--- config.mk ---
export PLATFORM = sky130hd
export DESIGN_NAME = pipe_stage_reg_flat
export DESIGN_NICKNAME = d
export VERILOG_FILES = /design/src/rtl/pipe_pkg.sv /design/src/rtl/pipe_stage_reg_if.sv /design/src/rtl/pipe_stage_reg.sv /design/src/flat_wrapper.sv
export SDC_FILE = /design/constraint.sdc
export NUM_CORES = 1
export LEC_CHECK = 0
export BUFFER_PORTS_ARGS = -buffer_cell sky130_fd_sc_hd__buf_2
export CELL_PAD_IN_SITES_DETAIL_PLACEMENT = 0
export CELL_PAD_IN_SITES_GLOBAL_PLACEMENT = 1
export CORE_ASPECT_RATIO = 2
export CORE_MARGIN = 4
export CORE_UTILIZATION = 40
export DETAILED_ROUTE_END_ITERATION = 8
export MAX_ROUTING_LAYER = met4
export PLACE_DENSITY = 0.77
export SYNTH_ARGS = -nofsm -noshare
export SYNTH_HDL_FRONTEND = slang
export SYNTH_SLANG_ARGS = --single-unit
--- constraint.sdc ---
create_clock -name clk -period 3.6 [get_ports clk]
set_input_delay 0.18 -clock clk [delete_from_list [all_inputs] [get_ports clk]]
set_output_delay 0.18 -clock clk [all_outputs]
set_load 0.01 [all_outputs]
--- src/rtl/pipe_pkg.sv ---
// Purpose: shared types and constants for the MIPS pipeline-stage registers.
// Latency: n/a (declarations only).
// Backpressure: n/a (declarations only).
package pipe_pkg;

    // Occupancy of a stage register. The encoding equals the live-entry count.
    typedef enum logic [1:0] {
        EMPTY = 2'd0,
        ONE   = 2'd1,
        TWO   = 2'd2
    } stage_state_t;

    // All-zero word is sll $0,$0,0, so it doubles as the bubble value.
    localparam logic [31:0] NOP_INSTR = 32'h0000_0000;

    // Per-boundary payload widths. The packing itself lives in each stage.
    // IF/ID : instr(32) + pc_plus4(32)
    localparam int unsigned IF_ID_W  = 64;
    // ID/EX : pc_plus4(32) + rs_dat(32) + rt_dat(32) + imm(32) + rs/rt/rd(15) + ctrl(9)
    localparam int unsigned ID_EX_W  = 152;
    // EX/MEM: alu_res(32) + store_dat(32) + rd(5) + ctrl(5)
    localparam int unsigned EX_MEM_W = 74;
    // MEM/WB: load_dat(32) + alu_res(32) + rd(5) + ctrl(2)
    localparam int unsigned MEM_WB_W = 71;

endpackage

--- src/rtl/pipe_stage_reg_if.sv ---
// Purpose: valid/ready bundle around one elastic pipeline-stage register.
// Latency: n/a (wires only).
// Backpressure: in_ready/out_ready carry it; flush kills held entries.
// Ports: in_valid/in_ready/in_data upstream side, out_valid/out_ready/out_data
//        downstream side, flush kill strobe, count occupancy (0..2).
//        master = whoever drives the stage, slave = the stage itself.
interface pipe_stage_reg_if #(
    parameter int unsigned WIDTH = 32
);
    logic             in_valid;
    logic             in_ready;
    logic [WIDTH-1:0] in_data;
    logic             flush;
    logic             out_valid;
    logic             out_ready;
    logic [WIDTH-1:0] out_data;
    logic [1:0]       count;

    modport master (
        output in_valid, in_data, flush, out_ready,
        input  in_ready, out_valid, out_data, count
    );

    modport slave (
        input  in_valid, in_data, flush, out_ready,
        output in_ready, out_valid, out_data, count
    );
endinterface

--- src/rtl/pipe_stage_reg.sv ---
// Purpose: elastic MIPS pipeline-stage register with optional 2-entry skid and flush-to-bubble.
// Latency: 1 cycle from push to out_data; 1 word/cycle with out_ready held high.
// Backpressure: SKID=1 registered in_ready (falls only when both entries live); SKID=0 in_ready = empty | out_ready.
// Ports: clk, rst_n (async, active low); bus (slave modport) carries the
//        in_* handshake, out_* handshake, flush and the count of live entries.
module pipe_stage_reg
    import pipe_pkg::*;
#(
    parameter int unsigned      WIDTH       = 32,
    parameter bit               SKID        = 1'b1,
    parameter logic [WIDTH-1:0] FLUSH_VALUE = '0
) (
    input  logic            clk,
    input  logic            rst_n,
    pipe_stage_reg_if.slave bus
);

    stage_state_t     state_q;
    stage_state_t     state_d;
    logic [WIDTH-1:0] main_q;
    logic [WIDTH-1:0] main_d;
    logic             main_en;
    logic [WIDTH-1:0] skid_q;
    logic             skid_en;
    logic             in_ready;
    logic             out_valid;
    logic             push;
    logic             pop;

    always_comb begin
        in_ready = 1'b0;
        if (SKID) begin
            // Depends on state only, so no out_ready -> in_ready path exists.
            in_ready = (state_q != TWO);
        end else begin
            in_ready = (state_q == EMPTY) | bus.out_ready;
        end
    end

    assign out_valid = (state_q != EMPTY);
    assign push      = bus.in_valid & in_ready;
    assign pop       = out_valid & bus.out_ready;

    assign bus.in_ready  = in_ready;
    assign bus.out_valid = out_valid;
    assign bus.out_data  = main_q;
    assign bus.count     = state_q;

    always_comb begin
        state_d = state_q;
        main_d  = bus.in_data;
        main_en = 1'b0;
        skid_en = 1'b0;
        if (bus.flush) begin
            // A same-cycle pop still completes (downstream took the old head);
            // a same-cycle push is dropped.
            state_d = EMPTY;
            main_d  = FLUSH_VALUE;
            main_en = 1'b1;
        end else begin
            case (state_q)
                EMPTY: begin
                    if (push) begin
                        main_en = 1'b1;
                        state_d = ONE;
                    end
                end
                ONE: begin
                    if (push && pop) begin
                        main_en = 1'b1;
                    end else if (push) begin
                        // Only reachable with SKID=1: with SKID=0 a push in
                        // ONE implies out_ready, hence a pop.
                        if (SKID) begin
                            skid_en = 1'b1;
                            state_d = TWO;
                        end
                    end else if (pop) begin
                        // main keeps its stale value
                        state_d = EMPTY;
                    end
                end
                TWO: begin
                    if (pop) begin
                        main_d  = skid_q;
                        main_en = 1'b1;
                        state_d = ONE;
                    end
                end
                default: state_d = EMPTY;
            endcase
        end
    end

    always_ff @(posedge clk or negedge rst_n) begin
        if (!rst_n) begin
            state_q <= EMPTY;
        end else begin
            state_q <= state_d;
        end
    end

    always_ff @(posedge clk or negedge rst_n) begin
        if (!rst_n) begin
            main_q <= FLUSH_VALUE;
            skid_q <= FLUSH_VALUE;
        end else begin
            if (main_en) begin
                main_q <= main_d;
            end
            if (skid_en) begin
                skid_q <= bus.in_data;
            end
        end
    end

endmodule

--- src/flat_wrapper.sv ---
// flat-port wrapper written by rule: the top's interface ports become plain ports
module pipe_stage_reg_flat import pipe_pkg::*;
#(
    parameter int unsigned      WIDTH       = 32,
    parameter bit               SKID        = 1'b1,
    parameter logic [WIDTH-1:0] FLUSH_VALUE = '0
)
  (clk, rst_n, bus_in_valid, bus_in_data, bus_flush, bus_out_ready, bus_in_ready, bus_out_valid, bus_out_data, bus_count);
  pipe_stage_reg_if #(.WIDTH(WIDTH)) bus_i ();
  input  logic clk;
  input  logic rst_n;
  input wire logic [$bits(bus_i.in_valid)-1:0] bus_in_valid;
  input wire logic [$bits(bus_i.in_data)-1:0] bus_in_data;
  input wire logic [$bits(bus_i.flush)-1:0] bus_flush;
  input wire logic [$bits(bus_i.out_ready)-1:0] bus_out_ready;
  output wire logic [$bits(bus_i.in_ready)-1:0] bus_in_ready;
  output wire logic [$bits(bus_i.out_valid)-1:0] bus_out_valid;
  output wire logic [$bits(bus_i.out_data)-1:0] bus_out_data;
  output wire logic [$bits(bus_i.count)-1:0] bus_count;
  assign bus_i.in_valid = bus_in_valid;
  assign bus_i.in_data = bus_in_data;
  assign bus_i.flush = bus_flush;
  assign bus_i.out_ready = bus_out_ready;
  assign bus_in_ready = bus_i.in_ready;
  assign bus_out_valid = bus_i.out_valid;
  assign bus_out_data = bus_i.out_data;
  assign bus_count = bus_i.count;
  pipe_stage_reg #(.WIDTH(WIDTH), .SKID(SKID), .FLUSH_VALUE(FLUSH_VALUE)) u_core (.clk(clk), .rst_n(rst_n), .bus(bus_i));
endmodule
==> summary.txt <==
Status
  – Status: finished clean

CTS
  – Clk slew on worst S/H paths: roughly 0.05 ns
  – Max Root-Sink Buffers: 2
  – Num CTS Buffers: 9
  – # Post-CTS Setup Buffers: 0
  – CTS tree: done
  – H-tree Lvls: 3
  – Clock latency on the worst-skew pair: around 0.33 ns
  – Clock Sinks: 66
  – CTS root buffer: clkbuf_16

Pwr
  – Worst VDD drop: ~0.38 mV
  – Leakage power: 1.923 nW
  – Pwr Density: roughly 570 mW/mm^2

Worst setup path
  – Crit path DAT: about 2.4 ns
  – Worst EP required: 3.80 ns
  – Critical Path Slowest Stage Cell: nand3_2
  – Type of the worst setup path: register to register
  – Worst-case reg-to-reg path depth: 3
  – Crit path launch: u_core.bus.count[1]
  – RR Startpoint: u_core.bus.count[1]
  – Crit-path cells: and2b_4 -> nand3_2 -> mux2_1
  – CP max FO: 32
  – Critical path capture point type: register
  – Worst setup SP type: register
  – Delay of the slowest critical-path stage: 0.67 ns

Global routing
  – Number of global-route vias before repair: about 1,900
  – Total grt overflow: 0
  – Initial antenna violation count: 0
  – Total track usage: 0.1553
  – Largest net degree at the start of global routing: 50
  – First-pass GRT wire length: 9597 um

Floorplanning
  – Die width: 68.25 um
  – Initial core utilization: 0.4152
  – Die area: roughly 0.0088 mm^2
  – IO Count: 73
  – Core ar.: between 0.006 and 0.007 mm^2
  – Die Ht: 128.5 um
  – FP Rows: 43

Final layout
  – Most frequent cells in the layout: buf_2, dfrtp_1, mux2i_1
  – Fill cells: ~650
  – Reg area: between 0.0015 and 0.002 mm^2
  – Commonest non-fill, non-tap cell in the layout: buf_2
  – Area of the multi-input gates: around 0.0012 mm^2
  – Antenna diode count: 0
  – Share of cells above drive strength 1: 0.4854
  – Core Util, Final: 0.5174
  – Nets: 306
  – Area delta synth->final: 24.60%

Synth
  – Synth Area in XOR/XNOR: 0
  – Largest family of logic cells by synthesized area: multiplexers
  – Yosys reg bits: between 60 and 70
  – Post-Syn Area: 0.002904 mm^2
  – Post-Synth Adder-Cell Area: 0
  – Simple-gate portion of the synthesized area: 0.02240
  – Post-synthesis compound-gate area fraction: 0.1370
  – Netlist cell types: 23
  – Post-synthesis sequential area ratio: 0.5687
  – Syn Inst Count: just under 200
  – Syn_nets: 231
  – Mux cell area share after synthesis: 0.2396
  – Synth Warn #: 0
  – Mean Syn Cell Area: roughly 15 um^2

Route
  – Routed WL: roughly 6000 um
  – DRC: 0
  – Detailed Routing Iterations Pass 1: 4
  – Via count: around 1,900
  – Post-DR wirelength/cell: 16.40 um
  – Drt first-iter violations: about 60
  – Routed Antenna Nets: 0
  – Vias per std cell: a little over 5

STA
  – Unrepaired setup endpoints after global routing: no
  – Clock Skew: between 0.007 and 0.008 ns
  – Final worst-path cycle share: 0.6027
  – Final Hold Vio Count: 0
  – Slew @ Worst Pin: around 0.86 ns
  – Slew headroom: 0.4258
  – TNS Setup: 0 ns
  – Final Setup Violations: 0
  – Fin crit period: roughly 2.2 ns
  – Slew Viols, Final: 0
  – Max Clock Freq: 460.9 MHz

Placement
  – Final Wtd Congestion: roughly 0.75
  – IO buf count: 72
  – HPWL Detailed: roughly 4200 um

Worst hold path
  – Hold path start: bus_in_data[27]
  – Min-delay worst type: input pin to register
  – Worst Hold Depth: 2

Job
  – Max cap viols: 0
flip-flops by register name (all words and copies together) (netlist names):
| signal | flops |
|---|---|
| u_core.bus.count | 2 |
| u_core.bus.out_data | 32 |
| u_core.skid_q | 32 |
through the flow:
stage | cell area (um^2) | hold slack, ns | setup slack (ns) | total power [mW] | cells
after global placement | 3328 | 0.1313 | 1.490 | 1.234 | 347
after detailed placement | 3328 | 0.1317 | 1.421 | 1.248 | 347
final | 3618 | 0.09152 | 1.430 | 2.053 | 364
after CTS | 3618 | 0.08093 | 1.404 | 2.081 | 364
after global routing | 3618 | 0.08500 | 1.319 | 2.152 | 364
after floorplan | 2904 | -0.1156 | 2.083 | 1.132 | 194
final cells by class:
type	instances	share of cell area
clock buffers	13	0.06639
clock inverters	3	0.01107
inverters	2	0.002075
multi-input cells	113	0.3223
flip-flops and latches	66	0.4564
well taps	90	0.03112
repair buffers	77	0.1107
what timing repair did:
item                      CTS  global route
hold endpoints to repair   17             0
hold buffers                1             0
gates resized for setup     0             0
where the power goes:
group          switching [mW]  leakage, nW  total (mW)  internal (mW)
clock                   0.289        0.138       0.823          0.533
combinational           0.131        0.944       0.285          0.153
sequential             0.0675        0.842       0.946          0.879
synthesized netlist by cell type, drive strengths merged:
cell / n / area [um^2]
o2bb2ai: 32 / 342.8
a21o: 1 / 7.510
nand3: 1 / 10.01
a221oi: 1 / 26.28
dfrtp: 66 / 1652
mux2: 33 / 375.4
nand3b: 1 / 7.510
a32oi: 1 / 8.760
buf: 13 / 86.33
a21oi: 1 / 5.000
mux2i: 32 / 320.3
nand2: 4 / 15.01
and2b: 1 / 10.01
or2: 1 / 6.260
nor2: 2 / 7.510
a21boi: 1 / 7.510
inv: 2 / 7.510
or3b: 1 / 8.760
metal layers:
layer | share of wire | GRT usage
met5 | 0 | -
met4 | 0.027 | 0.08206
met3 | 0.038 | 0.03843
met2 | 0.53 | 0.2491
met1 | 0.40 | 0.1731
path summary, 6_finish.rpt:
path	to	slack, ns
setup / recovery	u_core.skid_q[12]	1.43
hold / removal	u_core.skid_q[27]	0.09
setup reg to reg	u_core.skid_q[12]	1.43
hold reg to reg	u_core.bus.out_data[2]	0.48
max in group asynchronous	u_core.skid_q[21]	2.30
min in group asynchronous	u_core.bus.out_data[5]	0.34
worst max-delay path: cells and delay by family, from the launching register on:
family | cells | cell delay [ns]
flip-flops | 1 | 0.44
multiplexers | 1 | 0.59
AND/OR/NAND/NOR | 2 | 0.99
kinds of logic after synthesis:
family	Yosys count
DFF	66
buffers and inverters	15
and+or+nand+nor	11
muxes	65
AOI/OAI and AO/OA	37
No activity file was read; power rests on OpenSTA's default activity.
